## config.mk

```make
export PLATFORM = sky130hd
export DESIGN_NAME = bcd_to_bin_seq
export DESIGN_NICKNAME = d
export VERILOG_FILES = /design/src/rtl/bcd_to_bin_seq_pkg.sv /design/src/rtl/bcd_digit_corr.sv /design/src/rtl/bcd_to_bin_seq.sv
export SDC_FILE = /design/constraint.sdc
export NUM_CORES = 1
export LEC_CHECK = 0
export ABC_AREA = 1
export BUFFER_PORTS_ARGS = -buffer_cell sky130_fd_sc_hd__buf_2
export CAP_MARGIN = 20
export CORE_UTILIZATION = 25
export DETAILED_ROUTE_END_ITERATION = 8
export GPL_TIMING_DRIVEN = 0
export SKIP_LAST_GASP = 1
export SLEW_MARGIN = 15
export SYNTH_ARGS = -nofsm -noshare
export SYNTH_HDL_FRONTEND = slang
export SYNTH_SLANG_ARGS = --single-unit
```

## constraint.sdc

```tcl
create_clock -name clk -period 1.4 [get_ports clk]
set_input_delay 0.14 -clock clk [delete_from_list [all_inputs] [get_ports clk]]
set_output_delay 0.14 -clock clk [all_outputs]
set_load 0.02 [all_outputs]
```

## src/rtl/bcd_to_bin_seq_pkg.sv

```systemverilog
// Shared types and constants for the sequential BCD-to-binary converter.
// Holds the FSM encoding, default sizing and the BCD digit-valid helper.
package bcd_to_bin_seq_pkg;

  localparam int unsigned DEF_NDIGITS = 3;
  localparam int unsigned DEF_BIN_W   = 10;
  localparam int unsigned DIGIT_W     = 4;

  typedef enum logic [1:0] {
    ST_IDLE  = 2'd0,
    ST_SHIFT = 2'd1,
    ST_DONE  = 2'd2
  } state_e;

  // A BCD digit is legal only in the range 0..9.
  function automatic logic digit_valid(input logic [DIGIT_W-1:0] d);
    return d <= DIGIT_W'(9);
  endfunction

endpackage

```

## src/rtl/bcd_digit_corr.sv

```systemverilog
// Per-digit correction step of the reverse double-dabble: a digit of 8 or
// more after the right shift gets 3 taken off, with no borrow to its neighbours.
module bcd_digit_corr
  import bcd_to_bin_seq_pkg::*;
(
  input  logic [DIGIT_W-1:0] digit,
  output logic [DIGIT_W-1:0] corr_c
);

  assign corr_c = (digit >= DIGIT_W'(8)) ? digit - DIGIT_W'(3) : digit;

endmodule

```

## src/rtl/bcd_to_bin_seq.sv

```systemverilog
// Sequential BCD-to-binary converter: loads a packed BCD word on start and
// returns the binary value after BIN_W shift/correct cycles.
module bcd_to_bin_seq
  import bcd_to_bin_seq_pkg::*;
#(
  parameter int unsigned NDIGITS = DEF_NDIGITS,
  parameter int unsigned BIN_W   = DEF_BIN_W
) (
  input  logic                       clk,
  input  logic                       rst,
  input  logic                       start,
  input  logic [DIGIT_W*NDIGITS-1:0] bcd_in,
  output logic                       busy,
  output logic                       done,
  output logic                       err,
  output logic [BIN_W-1:0]           bin_out
);

  localparam int unsigned BCD_W  = DIGIT_W * NDIGITS;
  localparam int unsigned WORK_W = BCD_W + BIN_W;
  localparam int unsigned CNT_W  = (BIN_W > 1) ? $clog2(BIN_W) : 1;

  state_e              state_q, state_d;
  logic [WORK_W-1:0]   work_q, work_d;
  logic [WORK_W-1:0]   shifted_c, next_work_c;
  logic [CNT_W-1:0]    cnt_q, cnt_d;
  logic                err_q, err_d;
  logic                in_err_c;

  // Any non-decimal digit in the incoming operand flags the whole conversion.
  always_comb begin
    in_err_c = 1'b0;
    for (int unsigned g = 0; g < NDIGITS; g++) begin
      if (!digit_valid(bcd_in[g*DIGIT_W +: DIGIT_W])) in_err_c = 1'b1;
    end
  end

  assign shifted_c                = work_q >> 1;
  assign next_work_c[BIN_W-1:0]   = shifted_c[BIN_W-1:0];

  for (genvar g = 0; g < NDIGITS; g++) begin : g_corr
    bcd_digit_corr u_corr (
      .digit  (shifted_c[BIN_W + g*DIGIT_W +: DIGIT_W]),
      .corr_c (next_work_c[BIN_W + g*DIGIT_W +: DIGIT_W])
    );
  end

  // Next-state and datapath update.
  always_comb begin
    state_d = state_q;
    work_d  = work_q;
    cnt_d   = cnt_q;
    err_d   = err_q;
    unique case (state_q)
      ST_IDLE, ST_DONE: begin
        if (start) begin
          work_d  = {bcd_in, {BIN_W{1'b0}}};
          cnt_d   = '0;
          err_d   = in_err_c;
          state_d = ST_SHIFT;
        end else begin
          state_d = ST_IDLE;
        end
      end
      ST_SHIFT: begin
        work_d = next_work_c;
        cnt_d  = cnt_q + CNT_W'(1);
        if (cnt_q == CNT_W'(BIN_W - 1)) state_d = ST_DONE;
      end
      default: state_d = ST_IDLE;
    endcase
  end

  // State, datapath and registered outputs; results latch on entry to DONE.
  always_ff @(posedge clk or posedge rst) begin
    if (rst) begin
      state_q <= ST_IDLE;
      work_q  <= '0;
      cnt_q   <= '0;
      err_q   <= 1'b0;
      busy    <= 1'b0;
      done    <= 1'b0;
      err     <= 1'b0;
      bin_out <= '0;
    end else begin
      state_q <= state_d;
      work_q  <= work_d;
      cnt_q   <= cnt_d;
      err_q   <= err_d;
      busy    <= (state_d == ST_SHIFT);
      done    <= (state_d == ST_DONE);
      if (state_q == ST_SHIFT && state_d == ST_DONE) begin
        bin_out <= err_q ? '0 : next_work_c[BIN_W-1:0];
        err     <= err_q;
      end
    end
  end

endmodule

```

==> run metrics <==
Max Fclk slightly below 800 MHz; final net count 277; full die area slightly below 8000 µm²; met3 wire len 172 µm; R2R setup slack approximately 0.13 ns; Avg WL per Cell roughly 11 µm; number of global-route vias before repair 1,415; MaxCap Viol Count 0; count of final setup violators 0; clock buffer count from CTS 5; post-route ant nets 0; DRC viols 0; gr ovfl total 0; worst path required time ~1.6 ns; core box area 7250 µm²; crit start category register; R2R Path End bin_out[0]$_DFFE_PP0P_; DIE HEIGHT between 80 and 90 µm; Layout fillers between 700 and 800; Sw Pwr ~2 mW; arrival time at the worst endpoint ~1.5 ns; Layout area overhead 21.1%; Initial Utilization 0.259; chip width 88.7 µm; worst hold path depth 3; Crit Path Max Fanout 10; largest net degree at the start of global routing 35; Tmin final between 1 and 1.5 ns; post-synthesis async set-or-reset flop share 1.00; Crit Path Class register to register; Rows 31; drt via density between 4 and 5; Net Count, Synth between 200 and 250; num ports 28; CTS Sinks 41; vias after detailed routing about 1,500; pwr dens roughly 2100 nW/µm²; Unique masters post-synth 22; Max Slew Vio Count 0; fin crit share 0.907; Logic pwr share 0.422; setup_tns 0 ns; min-delay src bcd_in[11]; Syn Area/Cell around 8.6 µm²; H-tree levels 2; Sw Share 0.413; r2r startpoint cnt_q[0]$_DFFE_PP0P_; dpl cell area 2160 µm²; Clock Power Share 0.158; Post-Place Setup Slack -0.00294 ns; Worst VDD drop 474 µV; max_slew headroom 0.849; gpl congestion ~0.7; diodes inserted 0; first-pass GRT wire length 6600 µm; antenna violations before repair 0; Longest Clk Path Bufs 2; unrepaired setup endpoints after global routing false; highest routed layer met4; Internal 2.85 mW; Clock transition at path regs around 0.07 ns; GRT Total Usage 0.112; Post-synth EDFFs 0; Final Routed Wirelength about 3900 µm; Worst-Skew Late Latency 0.29 ns; DRT Pass-1 Iters 4; ys flop type dfrtp_1; Seq/Total Area, Yosys 0.546; CTS tree built; R2R cell count 6; met1 WL around 1900 µm; Static Leak ~1.2 nW; critical path endpoint category register; wire length on met2 ~1800 µm; Hold EP work_q[21]$_DFFE_PP0P_; final hold vios 0; fin area 2280 µm²; Syn Inst Count about 220; slack of the critical path about 0.13 ns; Synth warnings 0; CTS root buf clkbuf_8; Tightest Hold Check Type input pin to register; Worst-Margin Slew ~0.23 ns; share of cells above drive strength 1 0.227; Yosys reg bits 41; Reg power frac 0.419; PortBufs 27; dpl hpwl between 2000 and 3000 µm; initial drt markers about 100; Syn Std Cell Area 1880 µm²; Fin Clk Skew ~0.0073 ns; outcome complete, no violations
## worst max-delay path by stage
stage,to,cells past startpoint,start,slack [ns]
finish,bin_out[0]$_DFFE_PP0P_,6,cnt_q[0]$_DFFE_PP0P_,0.13
global route,work_q[3]$_DFFE_PP0P_,5,state_q[0]$_DFF_PP0_,0.02
CTS,bin_out[0]$_DFFE_PP0P_,7,cnt_q[1]$_DFFE_PP0P_,0.03
detailed placement,bin_out[0]$_DFFE_PP0P_,7,cnt_q[1]$_DFFE_PP0P_,-0.003
global placement,bin_out[7]$_DFFE_PP0P_,2,rst,-0.27
floorplan,bin_out[0]$_DFFE_PP0P_,7,cnt_q[1]$_DFFE_PP0P_,0.20
## synth_stat cells, types with 3 or more instances
| master | instances | area (µm²) |
|---|---|---|
| nand2_1 | 61 | 229 |
| dfrtp_1 | 41 | 1030 |
| nand3_1 | 31 | 155 |
| inv_1 | 20 | 75.1 |
| nor2_1 | 14 | 52.6 |
| o22ai_1 | 8 | 50.1 |
| o21ai_0 | 7 | 35.0 |
| ha_1 | 6 | 75.1 |
| buf_2 | 5 | 25.0 |
| inv_2 | 5 | 18.8 |
| a21oi_1 | 3 | 15.0 |
| nand2_2 | 3 | 18.8 |
## flip-flops by register name, indices dropped and copies added (netlist names)
register	cells
done	1
err_q	1
busy	1
cnt_q	4
err	1
work_q	21
state_q	2
bin_out	10
## cell families after synthesis
group	count (synthesis)	synth area share
fa+ha+maj	6	0.0399
buf+inv	32	0.0732
simple gates	117	0.275
flops	41	0.546
compound gates	22	0.0665
## what timing repair did
item	4_1_cts	5_1_grt
endpoints found under the hold margin	7	0
resized for setup	0	2
pin swaps	1	1
buffers inserted	1	1
hold buffers	1	0
setup endpoints to repair	6	7
## cells in the final DEF (no fill, tap or decap), types with 2 or more instances in the layout
cell type	instances
ha_1	5
o21ai_0	7
dfrtp_1	41
clkbuf_8	6
buf_4	2
inv_1	19
a21oi_1	3
inv_2	6
buf_6	2
o21bai_1	2
nand3b_1	2
o21ai_1	2
o22ai_1	8
or2_2	2
nand2_2	3
nor2_1	14
buf_2	32
nand3_1	31
nand2_1	61
## layer usage
| metal | track usage | vias to the layer above |
|---|---|---|
| li1 | - | 774 |
| met1 | 0.145 | 699 |
| met2 | 0.169 | 27 |
| met3 | 0.0308 | 8 |
| met4 | 0.0587 | 0 |
| met5 | 0 | - |
## critical path: stages, from the launching register on
cell and delay [ns]:
dfrtp_1 0.44, ha_2 0.22, nand3_1 0.11, nor2_2 0.13, buf_6 0.16, nand3_1 0.08, nand2_1 0.06
## power by group through the flow
stage	combinational, mW	clock, mW	sequential, mW
2_1_floorplan	1.37	0	2.15
3_3_place_gp	1.99	0	2.05
3_5_place_dp	2.04	0	2.06
4_1_cts	2.05	0.803	2.04
5_1_grt	2.38	0.831	2.10
6_report	2.05	0.769	2.03
## per-stage QoR
| step | total power [mW] | cells | util | hold WS, ns |
|---|---|---|---|---|
| floorplan | 3.52 | 218 | - | 0.257 |
| CTS | 4.90 | 354 | 0.312 | 0.0491 |
| global placement | 4.04 | 344 | 0.295 | 0.358 |
| finish | 4.85 | 355 | 0.314 | 0.0601 |
| detailed placement | 4.09 | 345 | 0.298 | 0.0622 |
| global route | 5.32 | 355 | 0.314 | 0.0779 |
## area by class of cell
class | instances | area [µm²] | area share
sequential | 41 | 1030 | 0.451
multi-input combinational | 145 | 719 | 0.316
clock buffer | 7 | 86.3 | 0.0379
timing repair buffer | 31 | 180 | 0.0791
inverter | 25 | 93.8 | 0.0412
buffer | 7 | 47.5 | 0.0209
tap | 99 | 124 | 0.0544
(Power assumes the default switching activity.)
